File: src/rtl/bitwise_op_pipe_pkg.sv
// bitwise_op_pipe_pkg: op codes, FSM states and helpers shared by the bitwise op pipe
package bitwise_op_pipe_pkg;
  localparam logic [2:0] OP_AND     = 3'd0;
  localparam logic [2:0] OP_OR      = 3'd1;
  localparam logic [2:0] OP_XOR     = 3'd2;
  localparam logic [2:0] OP_NAND    = 3'd3;
  localparam logic [2:0] OP_NOR     = 3'd4;
  localparam logic [2:0] OP_XNOR    = 3'd5;
  localparam logic [2:0] OP_ACC_OR  = 3'd6;
  localparam logic [2:0] OP_ACC_AND = 3'd7;
  typedef enum logic {ST_IDLE = 1'b0, ST_ACCUM = 1'b1} state_t;
  function automatic logic is_acc(input logic [2:0] o);
    return o == OP_ACC_OR || o == OP_ACC_AND;
  endfunction
endpackage

File: src/rtl/logic_node.sv
// logic_node: single-bit node; ops 6/7 return the OR/AND used by the accumulate fold
module logic_node
  import bitwise_op_pipe_pkg::*;
(
  input  logic       in,
  input  logic       inn,
  input  logic [2:0] sel,
  output logic       out
);
  always_comb begin
    case (sel)
      OP_AND, OP_ACC_AND: out = in & inn;
      OP_OR, OP_ACC_OR:   out = in | inn;
      OP_XOR:             out = in ^ inn;
      OP_NAND:            out = ~(in & inn);
      OP_NOR:             out = ~(in | inn);
      default:            out = ~(in ^ inn);
    endcase
  end
endmodule

File: src/rtl/bitwise_op_pipe.sv
// bitwise_op_pipe: per-bit op array with accumulate FSM and a one-deep valid/ready output register
module bitwise_op_pipe
  import bitwise_op_pipe_pkg::*;
#(
  parameter int WIDTH = 8,
  parameter int CNT_W = 8
) (
  input  logic             clock,
  input  logic             reset,
  input  logic             in_valid,
  output logic             in_ready,
  input  logic             in_last,
  input  logic [2:0]       op,
  input  logic [WIDTH-1:0] a,
  input  logic [WIDTH-1:0] b,
  output logic             out_valid,
  input  logic             out_ready,
  output logic [WIDTH-1:0] out,
  output logic [CNT_W-1:0] out_count
);
  state_t           r_state, w_state_nxt;
  logic [2:0]       r_op, w_sel;
  logic [WIDTH-1:0] r_acc, r_out, w_f, w_fold;
  logic [CNT_W-1:0] r_cnt, r_count, w_cnt_inc;
  logic             r_valid, w_fire, w_load, w_start;
  assign in_ready  = !r_valid || out_ready;
  assign w_fire    = in_valid && in_ready;
  assign w_sel     = r_state == ST_ACCUM ? r_op : op;
  assign out_valid = r_valid;
  assign out       = r_out;
  assign out_count = r_count;
  for (genvar i = 0; i < WIDTH; i++) begin : g_node
    logic_node u_node (.in(a[i]), .inn(b[i]), .sel(w_sel), .out(w_f[i]));
  end
  assign w_fold    = r_op == OP_ACC_OR ? r_acc | w_f : r_acc & w_f;
  assign w_cnt_inc = &r_cnt ? r_cnt : r_cnt + CNT_W'(1);
  // a first accumulate beat without in_last opens a sequence; every other accepted beat may emit
  always_comb begin
    w_start     = w_fire && r_state == ST_IDLE && is_acc(op) && !in_last;
    w_load      = w_fire && (r_state == ST_ACCUM ? in_last : !w_start);
    w_state_nxt = w_start ? ST_ACCUM : (w_load ? ST_IDLE : r_state);
  end
  always_ff @(posedge clock) begin
    if (reset) r_state <= ST_IDLE;
    else r_state <= w_state_nxt;
  end
  always_ff @(posedge clock) begin
    if (reset) begin
      r_valid <= 1'b0;
      r_out   <= '0;
      r_count <= '0;
      r_acc   <= '0;
      r_cnt   <= '0;
      r_op    <= OP_AND;
    end else begin
      if (w_load) r_valid <= 1'b1;
      else if (out_ready) r_valid <= 1'b0;
      if (w_load) begin
        r_out   <= r_state == ST_ACCUM ? w_fold : w_f;
        r_count <= r_state == ST_ACCUM ? w_cnt_inc : CNT_W'(1);
      end
      if (w_fire && !w_load) begin
        r_acc <= r_state == ST_ACCUM ? w_fold : w_f;
        r_cnt <= r_state == ST_ACCUM ? w_cnt_inc : CNT_W'(1);
      end
      if (w_start) r_op <= op;
    end
  end
endmodule

File: config.mk
export PLATFORM = sky130hd
export DESIGN_NAME = bitwise_op_pipe
export DESIGN_NICKNAME = d
export VERILOG_FILES = /design/src/rtl/bitwise_op_pipe_pkg.sv /design/src/rtl/logic_node.sv /design/src/rtl/bitwise_op_pipe.sv
export SDC_FILE = /design/constraint.sdc
export NUM_CORES = 1
export LEC_CHECK = 0
export ABC_AREA = 1
export CORE_MARGIN = 2
export CORE_UTILIZATION = 42
export DETAILED_ROUTE_END_ITERATION = 10
export PLACE_DENSITY = 0.66
export SYNTH_ARGS = -nofsm -noshare
export SYNTH_HDL_FRONTEND = slang
export SYNTH_SLANG_ARGS = --single-unit
File: constraint.sdc
create_clock -name clock -period 2.26 [get_ports clock]
set_input_delay 0.452 -clock clock [delete_from_list [all_inputs] [get_ports clock]]
set_output_delay 0.452 -clock clock [all_outputs]
set_load 0.01 [all_outputs]
* After elaboration in Yosys (flattened, before gate mapping)
Index checks and enable logic that the tools add are counted.
** Cells by class
- Reductions and logical operators :: 18
- Add/sub/neg operators :: 1
- Mux-type cells :: 18
- Equality and inequality tests :: 9
- Bitwise gates (word level) :: 51
** Operators with widths (count)
- 1-bit case mux with 5 select lines :: 8
- 8-bit 2-to-1 mux :: 4
- 1-bit NOT :: 25
- 3-bit equality test (second input constant) :: 6
- 8-bit by 1-bit adder with 8-bit output (second input constant) :: 1
- 1-bit AND :: 8
- 8-bit AND :: 1
- 1-bit bitwise OR :: 8
- 8-bit bitwise OR :: 1
- 8-bit AND reduction :: 1
- 1-bit bitwise XOR :: 8
- 3-bit by 2-bit equality test with 1-bit output (second input constant) :: 2
- 1-bit logical AND :: 6
- 1-bit 2-to-1 mux :: 5
- 1-bit zero test :: 4
- 2-bit nonzero test :: 2
- 2-bit OR reduction :: 2
- 3-bit by 1-bit equality test with 1-bit output (second input constant) :: 1
- 3-bit zero test :: 1
- 3-bit 2-to-1 mux :: 1
- 1-bit logical OR :: 2
** Word-level totals
- Input bits :: 24
- Output and inout bits :: 18
- Bits in registers :: 37

* Depth between registers and ports, before layout
- Word-level depth :: 11
- Depth in mapped cells :: 12
- Mapped depth without buffers :: 11

* Hierarchy
From an unflattened synthesis, not the netlist that was laid out.
** Unflattened totals
- Cells, all modules :: 562
- Area, all modules :: 3118.0 µm²
** By module, submodules not included
- bitwise_op_pipe :: instances 1, area each 2026.9 µm², cells an instance 330
- logic_node :: instances 8, area each 136.4 µm², cells an instance 29

* Worst setup path before layout
OpenSTA, ideal clock, no wires.
- Path type :: input port to flip-flop
- Start point :: in out_ready
- End point :: reg r_cnt[6]
- Stages :: 10
- Data arrival time :: 1.433 ns
- Data required time :: 2.141 ns
- Setup time :: 0.119 ns
- Path slack :: 0.708 ns
- Path through :: inv_1 nand2_1 nand2_1 nor2_2 o21ai_2 nor2_1 buf_2 inv_1 o21ai_0 a21oi_1
** Between the ends
- Longest elaborated chain between the ends :: 10
** Ends and longest elaborated chain
- from (decl) :: line bitwise_op_pipe.sv:17 : input logic out_ready,
- 1-bit logical OR (*) :: line bitwise_op_pipe.sv:26 : assign in_ready = !r_valid || out_ready;
- net in_ready :: line bitwise_op_pipe.sv:11 : output logic in_ready,
- 1-bit logical AND (*) :: line bitwise_op_pipe.sv:27 : assign w_fire = in_valid && in_ready;
- 1-bit logical AND (3 in series) :: line bitwise_op_pipe.sv:39 : w_start = w_fire && r_state == ST_IDLE && is_acc(op) && !in_last;
- 1-bit zero test :: line bitwise_op_pipe.sv:40 : w_load = w_fire && (r_state == ST_ACCUM ? in_last : !w_start);
- 1-bit 2-to-1 mux :: line bitwise_op_pipe.sv:40
- 1-bit logical AND :: line bitwise_op_pipe.sv:40
- 1-bit zero test :: line bitwise_op_pipe.sv:62 : if (w_fire && !w_load) begin
- 1-bit logical AND (*) :: line bitwise_op_pipe.sv:62
- to (signal assigned) :: line bitwise_op_pipe.sv:64 : r_cnt <= r_state == ST_ACCUM ? w_cnt_inc : CNT_W'(1);
- to (decl) :: line bitwise_op_pipe.sv:24 : logic [CNT_W-1:0] r_cnt, r_count, w_cnt_inc;
The timed path passes the listed nets; every way through them passes the cells marked *.
A chain may end at the register's enable or synchronous reset.

* Final worst setup path
- Start point :: in out_ready
- End point :: out in_ready
** Between the ends
- Longest elaborated chain between the ends :: 1
** Ends and longest elaborated chain (line)
- 1-bit logical OR :: bitwise_op_pipe.sv:26
- to (decl) :: bitwise_op_pipe.sv:11
No other way between the ends.

==> impl_metrics.ini <==
[worst_setup_path]
category_of_the_worst_setup_path_launch_point = input pin
worstSetupPathType = in2out
cp.required_ps = 1810
crit_path_max_fanout = 3
crit_path_frequent_cell = clkdlybuf4s50_1
worstSetupEndpointType = output port
timing.critical_path.cells = clkdlybuf4s50_1, inv_1, nand2_1, clkdlybuf4s50_1
crit-reg2reg-launch = r_state
critPathArrivalTime_ps = 1590
rr_worst_depth = 8
crit_slowest_cell = clkdlybuf4s50_1
crit_start = out_ready
critical_path.max_stage_delay_ps = 540

[cts]
largest_buffer_count_on_any_clock_path = 2
post-cts-setup-buffer-count = 0
root_buffer = clkbuf_8
hold_buffers = 0
cts_tree = built
worst_setup_hold_path_clk_slew_ps = 70
cts-resized-gates = 0
clock_insertion_delay_worst_skew_ps = 290
cts.htree.levels = 2
cts_inserted_buffers = 5
cts_num_sinks = 37

[floorplanning]
row_count = 27
floorplan.io_pins = 42
die_w_um = 80.32
design.die.area_sq_mm = 0.006451
die-height_um = 80.32
core_region_area_sq_mm = 0.005574
initial_utilization_pct = 43.88

[synthesis]
synthesized_flop_and_latch_total = 37
synth_cells = 370
synth-seq-area-share_pct = 30.28
yosys_warnings = 0
avgSynthCellArea_sq_um = 6.611
synth_cell_types = 27
synth_nets = 411
syn-cell-area_sq_mm = 0.002446

[sta]
timing_worst_slew_pin_value_ps = 619.8
worst_clock_skew_ps = 5.601
rsz0062_at_grt = no
hold_viol = 0
timing.max_slew.rel_slack_pct = 58.49
period_share_pct = 90.16
setup-violations-final = 0
slew_violations = 0
hold-worst-slack_ps = 468.8
clock.fmax_mhz = 490.8
setup_tns_ps = 0
shortest_period_the_worst_path_allows_ps = 2038

[detailed_routing]
route.detailed.drc = 0
detail_route.wl_per_cell_um = 11.25
totalWireLength_mm = 5.466
antenna_violating_nets_post_route = 0
post_drt_via_cell_ratio = 4.879
drt_first_pass_iters = 5
via_count_of_the_routed_design = 2371
drt_iter0_drc = 82

[power]
p_sw_share_pct = 29.12
total_power_w = 0.001606
net-switching-power_w = 0.0004676
power.clock.fraction_pct = 31.5
power.share.sequential_pct = 44.3
power_frac_comb_pct = 24.2
p_int_w = 0.001138
vdd_drop_max_mv = 0.4912
p_leak_nw = 1.354
power-per-cell-area_mw_per_mm2 = 531.6

[placement]
post-dp-hpwl_mm = 4.094
buffer_ports.inserted = 41
routabilityCongestion = 0.8631
placedCellCount = 478

[cells_and_area]
num-nets-final = 454
finish.utilization_pct = 54.19
final_common_cell = nand2_1
antenna_cells = 0
layout-drive-gt1-share_pct = 7.246
most_frequent_cells_in_the_layout = 69 x nand2_1, 64 x inv_1, 41 x clkdlybuf4s50_1, 38 x o21ai_0, 37 x dfxtp_1
n_fill_cell = 534
layout-area-overhead-vs-synth_pct = 23.48
stdcell_count = 486

[global_route]
largest_net_degree_at_the_start_of_global_routing = 30
grt.total_usage_pct = 18.17
globalRouteOverflowTotal = 0
first_pass_grt_wire_length_mm = 9.535
via_count_of_the_first_global_routing_pass = 2138
number_of_antenna_violations_at_the_first_check_in_global_routing = 0

[run_status]
status = finished clean

[worst_hold_path]
timing.hold.worst.class = reg2reg
hold_start = out_count[6]
hold-path-cell-count = 2

[job]
max-cap-violations = 0
[registers in the layout (all words and copies together), names as in the netlist]
| register | count |
|---|---|
| r_op | 3 |
| r_cnt | 8 |
| out_count | 8 |
| r_acc | 8 |
| out_valid | 1 |
| out | 8 |
| r_state | 1 |
[final timing paths]
| kind | endpoint | slack, ps |
|---|---|---|
| max | in_ready | 220 |
| min | out_count[6] | 470 |
| max reg2reg | out[7] | 540 |
| min reg2reg | out_count[6] | 470 |
[synth_stat cells, drive strengths merged]
master | instances | area [sq um]
a21oi | 35 | 175.2
dfxtp | 37 | 740.7
inv | 66 | 247.7
nand2 | 75 | 301.5
o21ai | 39 | 198.9
a31oi | 1 | 6.260
nand4 | 17 | 106.4
nand3 | 26 | 135.1
buf | 11 | 83.83
xnor2 | 2 | 17.52
nor3 | 1 | 5.000
a211oi | 1 | 7.510
o22ai | 8 | 50.05
ha | 17 | 212.7
clkbuf | 3 | 11.26
o211ai | 1 | 7.510
nor2 | 29 | 130.1
o221ai | 1 | 8.760
[critical path, delay by kind of cell]
kind | cells | cell delay [ps]
simple gates | 1 | 80
buf+inv | 3 | 1050
[metal layers]
metal / GRT usage (%) / share of wire [%] / vias up
met5: 0 / 0 / -
met4: 5.763 / 1.5 / 0
met3: 2.921 / 4.6 / 7
met2: 29.25 / 44 / 60
met1: 24.76 / 49 / 1006
li1: - / - / 1298
[through the flow]
stage | area, sq um | setup slack (ps)
global route | 3020 | 169.2
finish | 3020 | 222.5
floorplan | 2446 | 707.5
global placement | 2919 | 232.9
detailed placement | 2919 | 156.1
CTS | 3020 | 222.3
[power groups by stage]
| stage | clock (W) | sequential, W | combinational, W |
|---|---|---|---|
| after floorplan | 0 | 0.000734 | 0.000228 |
| after global placement | 0 | 0.000727 | 0.000384 |
| after detailed placement | 0 | 0.000725 | 0.000387 |
| after CTS | 0.000518 | 0.000712 | 0.000390 |
| after global routing | 0.000542 | 0.000716 | 0.000441 |
| final | 0.000506 | 0.000711 | 0.000389 |
[final cells by class]
cell class | count | area (sq um) | area share [%]
Timing Repair Buffer | 50 | 478.0 | 15.82
Tap cell | 72 | 90.09 | 2.983
Clock inverter | 1 | 5.005 | 0.1657
Inverter | 66 | 247.7 | 8.202
Sequential cell | 37 | 740.7 | 24.52
Multi-Input combinational cell | 253 | 1363 | 45.11
Clock buffer | 7 | 96.34 | 3.190
[kinds of logic after synthesis]
| logic type | count (synthesis) | synth area share, % |
|---|---|---|
| AND/OR/NAND/NOR | 148 | 27.72 |
| AO/OA/AOI/OAI | 86 | 18.57 |
| buffers and inverters | 80 | 14.02 |
| flip-flops | 37 | 30.28 |
| adder cells (fa/ha/maj) | 17 | 8.695 |
| XOR/XNOR | 2 | 0.7162 |
Power figures use the tool's default switching activity.
